`src/rtl/tc_to_sm_serial.sv`:
```
// tc_to_sm_serial
// Bit-serial two's-complement to sign-magnitude decoder.
// The operand is walked LSB first, one bit per clock, through the
// invert-and-propagate-carry cell. Completed results are published in one step,
// so sign/mag/ovf never expose partial values.
module tc_to_sm_serial #(
    parameter int WIDTH = 4
) (
    input  logic             clk,
    input  logic             rst,
    input  logic             start,
    input  logic [WIDTH-1:0] din,
    output logic             busy,
    output logic             done,
    output logic             sign,
    output logic [WIDTH-1:0] mag,
    output logic             ovf
);

    // The counter has one spare bit so that it can hold WIDTH-1 for any legal WIDTH.
    localparam int CW = $clog2(WIDTH) + 1;

    // Count value at which the final (MSB) operand bit is processed.
    localparam logic [CW-1:0] LAST_COUNT = CW'(WIDTH - 1);

    // Magnitude of the most negative operand: 1 followed by zeros.
    localparam logic [WIDTH-1:0] MOST_NEG = {1'b1, {(WIDTH-1){1'b0}}};

    typedef enum logic {
        IDLE,
        SHIFT
    } state_t;

    state_t           state;
    state_t           state_nxt;

    logic [WIDTH-1:0] operand;
    logic [WIDTH-1:0] result;
    logic [CW-1:0]    count;
    logic             carry;
    logic             neg;

    logic             accept;
    logic             last_bit;
    logic             bit_a;
    logic             res_bit;
    logic             carry_nxt;
    logic [WIDTH-1:0] result_nxt;

    // State register; reset aborts any conversion that is in flight.
    always_ff @(posedge clk or posedge rst) begin
        if (rst) begin
            state <= IDLE;
        end else begin
            state <= state_nxt;
        end
    end

    // Next state plus the per-bit conversion cell for the current operand LSB.
    always_comb begin
        state_nxt  = state;
        accept     = 1'b0;
        last_bit   = 1'b0;
        bit_a      = operand[0];
        res_bit    = bit_a;
        carry_nxt  = 1'b0;
        result_nxt = {res_bit, result[WIDTH-1:1]};

        // A negative operand is negated by inverting each bit and rippling the +1 carry.
        if (neg) begin
            res_bit   = ~bit_a ^ carry;
            carry_nxt = ~bit_a & carry;
        end
        result_nxt = {res_bit, result[WIDTH-1:1]};

        case (state)
            IDLE: begin
                if (start) begin
                    accept    = 1'b1;
                    state_nxt = SHIFT;
                end
            end
            SHIFT: begin
                if (count == LAST_COUNT) begin
                    last_bit  = 1'b1;
                    state_nxt = IDLE;
                end
            end
            default: begin
                state_nxt = IDLE;
            end
        endcase
    end

    // Operand/result shifting, carry and bit counting.
    always_ff @(posedge clk or posedge rst) begin
        if (rst) begin
            operand <= '0;
            result  <= '0;
            count   <= '0;
            carry   <= 1'b0;
            neg     <= 1'b0;
        end else if (accept) begin
            operand <= din;
            result  <= '0;
            count   <= '0;
            neg     <= din[WIDTH-1];
            carry   <= din[WIDTH-1];
        end else if (state == SHIFT) begin
            operand <= operand >> 1;
            result  <= result_nxt;
            carry   <= carry_nxt;
            count   <= count + CW'(1);
        end
    end

    // Registered handshake and result outputs; results change only on completion.
    always_ff @(posedge clk or posedge rst) begin
        if (rst) begin
            busy <= 1'b0;
            done <= 1'b0;
            sign <= 1'b0;
            mag  <= '0;
            ovf  <= 1'b0;
        end else begin
            busy <= (state_nxt == SHIFT);
            done <= last_bit;
            if (last_bit) begin
                mag  <= result_nxt;
                sign <= neg;
                ovf  <= neg & (result_nxt == MOST_NEG);
            end
        end
    end

endmodule
```
`config.mk`:
```
export PLATFORM = sky130hd
export DESIGN_NAME = tc_to_sm_serial
export DESIGN_NICKNAME = d
export VERILOG_FILES = /design/src/rtl/tc_to_sm_serial.sv
export SDC_FILE = /design/constraint.sdc
export NUM_CORES = 1
export LEC_CHECK = 0
export ABC_CLOCK_PERIOD_IN_PS = 1600
export BUFFER_PORTS_ARGS = -buffer_cell sky130_fd_sc_hd__clkbuf_2
export CAP_MARGIN = 20
export CORE_MARGIN = 2
export CORE_UTILIZATION = 55
export CTS_BUF_LIST = sky130_fd_sc_hd__clkbuf_4
export CTS_CLUSTER_SIZE = 14
export DETAILED_ROUTE_END_ITERATION = 6
export GPL_TIMING_DRIVEN = 0
export MAX_ROUTING_LAYER = met4
export PLACE_DENSITY_LB_ADDON = 0.2
export SLEW_MARGIN = 10
export SYNTH_ARGS = -nofsm -noshare
export SYNTH_HDL_FRONTEND = slang
export SYNTH_SLANG_ARGS = --single-unit
```
`constraint.sdc`:
```
create_clock -name clk -period 1.6 [get_ports clk]
set_input_delay 0.32 -clock clk [delete_from_list [all_inputs] [get_ports clk]]
set_output_delay 0.32 -clock clk [all_outputs]
set_load 0.005 [all_outputs]
```
==> results of run 1 <==
==> flip-flops by register name, summed over array words and instances, names as in the netlist <==
register	flops
mag	4
operand	4
count	3
result	3
busy	1
carry	1
done	1
neg	1
ovf	1
sign	1
==> final cells by class <==
type	instances	area share
multi-input combinational	43	0.333
tap	16	0.0207
clock buffer	3	0.0233
buffer	3	0.0155
clock inverter	1	0.00388
inverter	5	0.0194
timing repair buffer	13	0.0672
sequential	20	0.517
==> cells in the mapped netlist, drive strengths merged <==
cell type	number
mux2	6
nand4	1
nor2b	1
or3	1
o21ai	6
nand2b	3
a22o	2
nand3	1
mux2i	7
inv	5
nand2	6
buf	3
o2bb2ai	1
ha	3
a31oi	1
nor2	2
dfrtp	20
a21oi	2
==> worst max-delay path, delay by kind of cell, from the launching register on <==
family	cells	cell delay [ns]
adders and majority gates	2	0.45
DFF	1	0.40
muxes	1	0.34
and+or+nand+nor	1	0.17
==> metal layers <==
metal | vias up | global-route usage
met5 | - | -
met4 | 0 | 0.109
met3 | 2 | 0.0500
met2 | 12 | 0.269
met1 | 261 | 0.223
li1 | 279 | -
==> power by group <==
part	internal, mW	switching (mW)	leakage, nW
sequential	0.726	0.159	0.251
combinational	0.335	0.313	0.229
clock	0.0907	0.143	0.0154
total	1.15	0.616	0.496
==> how the worst max path moves through the flow <==
stage,start,end,depth (start not counted)
global placement,count[0],mag[0],4
detailed placement,count[0],mag[1],4
finish,count[0],mag[1],4
global route,count[0],mag[1],4
floorplan,count[0],mag[0],4
CTS,count[0],mag[1],4
==> cell families (layout without fill, tap and decap cells) <==
| kind of cell | count (synthesis) | after routing |
|---|---|---|
| fa+ha+maj | 3 | 3 |
| buf+inv | 8 | 25 |
| simple gates | 15 | 15 |
| mux | 13 | 13 |
| compound gates | 12 | 12 |
| flops | 20 | 20 |
==> metrics by stage <==
stage	cell area, µm²	hold slack, ns
floorplan	857	0.284
global placement	942	0.459
detailed placement	942	0.461
CTS	968	0.124
global route	968	0.165
finish	968	0.115
==> flow_summary.toml, run 1 <==
[sta]
skew_ns = 0.00700
relSlewSlack = 0.506
slew_viol_final = 0
fin_tns_setup_ns = 0
finalHoldViolations = 0
period_needed_ns = 1.46
max_freq_mhz = 687
period_share = 0.910
worstMarginPinSlew_ns = 0.740
layout_setup_ws_ns = 0.145
rsz0062_at_grt = "no"
setup_viol = 0

[clock_tree]
cts_resized = 0
insertion_delay_ns = 0.29
post_cts_buffers = 0
clockBufferDepth = 2
cts_tree = "yes"
clkTransAtPathRegs_ns = 0.11
cts.sinks = 20
cts_buffers = 3
htreeDepth = 1
cts_hold_buf = 0
root_buffer = "clkbuf_4"

[logic_synthesis]
synth_top_family_by_area = "multiplexers"
synthAdderAreaFrac = 0.0438
syn_avg_cell_area_um2 = 12.1
muxShareOfSynthArea = 0.161
synth_top_area_frac = 0.584
synthesis.area_um2 = 857
yosys-top-cells-area = "dfrtp_1, mux2i_1, mux2_1"
synth_nets = 81
synth_cells = 71
yosys.area_share.xor_xnor = 0
yosysTopAreaCell = "dfrtp_1"
yosysSeqAreaShare = 0.584
synth_warnings = 0
synth_cell_types = 21
synthSimpleGateAreaFrac = 0.0876
synth-compound-area-share = 0.0847
ys_ff_latch = 20

[floorplan]
rows = 14
ios = 15
die_w_um = 43.5
fp.dieH_um = 43.5
core_mm2 = 0.00149
initial_core_util = 0.576
dieArea_mm2 = 0.00189

[placement]
io_buffer_count = 13
dp.cells = 100
place_hpwl_um = 946
dp_worst_setup_slack_ns = 0.152
place_congestion = 0.721

[setup_path]
reg2reg_depth = 4
critical_path_required_ns = 1.79
cpMostUsedCell = "ha_1"
end_kind = "flop"
rr_startpoint = "count[0]"
critPathKind = "flop to flop"
start_kind = "flop"
critPathMaxStageDelay_ns = 0.40
crit_chain = "ha_1, ha_1, nand2_2, mux2_1"
cp_max_fo = 6
reg2reg_slack_ns = 0.14
worst_ep_arrival_time_ns = 1.64
critPathSlowestCell = "dfrtp_1"
reg2reg_to = "mag[1]"

[finish]
nFillCells = 122
drive_gt1_frac = 0.250
final_cells = 104
multi_input_area_um2 = 323
final_util = 0.650
area_delta_synth_final_pct = 13.0
seq_area_um2 = 500
layout_common_cells = "dfrtp_1, clkbuf_2, mux2i_1"
final_common_cell = "dfrtp_1"
diodes = 0
nNetsFinal = 99

[pwr]
leakagePower_nw = 0.496
p_total_mw = 1.77
ir_drop_mv = 0.919
power-per-cell-area_mw_per_mm2 = 1830

[grt]
grt_max_degree = 21
gr-total-overflow = 0
grt_pass1_vias = 531
grt.total_usage = 0.182
grt_antenna_before_repair = 0
grt_pass1_wl_um = 2330

[routing]
num_vias = 554
drc = 0
wl_met3_um = 48
m1WireLength_um = 670
via_per_inst = 5.33
wl_um = 1350
met2WireLength_um = 611
first_iter_violations = 6
postRouteAntennaNets = 0
routed.top_layer = "met4"
drt_first_pass_iters = 4
wl_per_cell_um = 12.9

[run_status]
outcome = "completed"

[job]
cap_violations = 0

[hold_path]
hold_class = "input port to async pin"
No activity file was read; power rests on OpenSTA's default activity.
==> run 2, diff against run 1 <==
--- a/config.mk
+++ b/config.mk
@@ -5,11 +5,11 @@
 export SDC_FILE = /design/constraint.sdc
 export NUM_CORES = 1
 export LEC_CHECK = 0
-export ABC_CLOCK_PERIOD_IN_PS = 1600
+export ABC_CLOCK_PERIOD_IN_PS = 1200
 export BUFFER_PORTS_ARGS = -buffer_cell sky130_fd_sc_hd__clkbuf_2
 export CAP_MARGIN = 20
 export CORE_MARGIN = 2
-export CORE_UTILIZATION = 55
+export CORE_UTILIZATION = 50
 export CTS_BUF_LIST = sky130_fd_sc_hd__clkbuf_4
 export CTS_CLUSTER_SIZE = 14
 export DETAILED_ROUTE_END_ITERATION = 6
==> constraint.sdc (replaced) <==
create_clock -name clk -period 1.2 [get_ports clk]
set_input_delay 0.24 -clock clk [delete_from_list [all_inputs] [get_ports clk]]
set_output_delay 0.24 -clock clk [all_outputs]
set_load 0.005 [all_outputs]
==> flow_summary.toml, run 2 (synthesized netlist as in run 1, its figures left out) <==
[grt]
grt_pass1_wl_um = 2620
grt_pass1_vias = 571
grt.total_usage = 0.191
grt_max_degree = 21
gr-total-overflow = 0
grt_antenna_before_repair = 0

[pwr]
leakagePower_nw = 0.535
power-per-cell-area_mw_per_mm2 = 2590
ir_drop_mv = 1.89

[clock_tree]
cts_tree = "yes"
clkTransAtPathRegs_ns = 0.11
htreeDepth = 1
cts.sinks = 20
clockBufferDepth = 2
cts_buffers = 3
insertion_delay_ns = 0.30
root_buffer = "clkbuf_4"

[finish]
final_util = 0.679
area_delta_synth_final_pct = 23.5
nFillCells = 114
largest_registers = "mag (4), operand (4)"
final_cells = 109
nNetsFinal = 104
diodes = 0
seq_area_um2 = 502
multi_input_area_um2 = 374
drive_gt1_frac = 0.398
final_common_cell = "dfrtp_1"
layout_common_cells = "dfrtp_1, clkbuf_2, mux2i_1"

[setup_path]
reg2reg_depth = 4
reg2reg_slack_ns = -0.07
cp-endpoint = "mag[2]"
critPathMaxStageDelay_ns = 0.40
reg2reg_to = "mag[2]"
startpoint = "count[1]"
path_delay_family = "flip-flops"
cp_num_buf_inv = 0
cp.depth = 4
end_kind = "flop"
rr_startpoint = "count[1]"
worst_ep_arrival_time_ns = 1.46
crit_chain = "ha_2, ha_4, nand2_8, mux2_4"
cp_max_fo = 6
critical_path_required_ns = 1.38
critPathKind = "flop to flop"
start_kind = "flop"
critPathSlowestCell = "dfrtp_1"

[placement]
dp.cells = 100
io_buffer_count = 13
place_hpwl_um = 992
place_congestion = 0.719
dp_worst_setup_slack_ns = -0.120

[floorplan]
die_w_um = 45.4
core_mm2 = 0.00156
rows = 14
initial_core_util = 0.550
dieArea_mm2 = 0.00206
fp.dieH_um = 45.4
ios = 15

[sta]
worstMarginPinSlew_ns = 0.739
setup_viol = 5
layout_setup_ws_ns = -0.0731
rsz0062_at_grt = "yes"
hold_ws_ns = 0.0244
finalHoldViolations = 0
fin_tns_setup_ns = -0.271
slew_viol_final = 0
period_needed_ns = 1.27
period_share = 1.06
relSlewSlack = 0.507
skew_ns = 0.0115
max_freq_mhz = 785

[routing]
drt_first_pass_iters = 4
via_per_inst = 5.61
num_vias = 611
wl_um = 1610
wl_per_cell_um = 14.8
first_iter_violations = 10
drc = 0
postRouteAntennaNets = 0

[run_status]
violations = "negative setup slack"
outcome = "finished with violations"

[hold_path]
hold_class = "input port to async pin"

[job]
cap_violations = 0
[run 2: worst min-delay path by stage]
| stage | from | endpoint | slack [ns] | cells past startpoint |
|---|---|---|---|---|
| 5_1_grt | rst | done | 0.1 | 2 |
| 4_1_cts | rst | result[1] | 0.03 | 2 |
| 2_1_floorplan | rst | busy | 0.20 | 1 |
| 3_3_place_gp | rst | done | 0.38 | 2 |
| 3_5_place_dp | rst | result[1] | 0.37 | 2 |
| 6_report | rst | mag[1] | 0.02 | 2 |
[run 2: what timing repair did]
action                     4_1_cts  5_1_grt
gates resized for setup          3        6
setup buffers                    3        2
pin swaps                        2        4
hold buffers                     0        0
setup endpoints to repair        5        8
[run 2: cell type report]
type                    count  area share
plain buffers               3      0.0142
clock buffers               3      0.0213
clock inverters             1     0.00355
inverters                   5      0.0177
multi-input cells          43       0.353
flip-flops and latches     20       0.474
well taps                  16      0.0189
repair buffers             18      0.0969
[run 2: power by group]
part           internal, mW  total [mW]  leakage [nW]  switching (mW)
clock                 0.121       0.314        0.0154           0.193
combinational         0.680        1.24         0.269           0.556
sequential            0.971        1.19         0.251           0.215
[run 2: per-layer routing]
layer / wire (µm) / part of all wire / global-route usage
met2: 780 / 0.48 / 0.285
met4: 20 / 0.012 / 0.0824
met3: 74 / 0.046 / 0.0595
met5: 0 / 0 / -
met1: 738 / 0.46 / 0.238
[run 2: per-stage QoR]
step | area (µm²) | total power [mW]
floorplan | 877 | 1.82
global placement | 962 | 2.08
detailed placement | 962 | 2.13
CTS | 1020 | 2.57
global route | 1060 | 2.95
finish | 1060 | 2.74
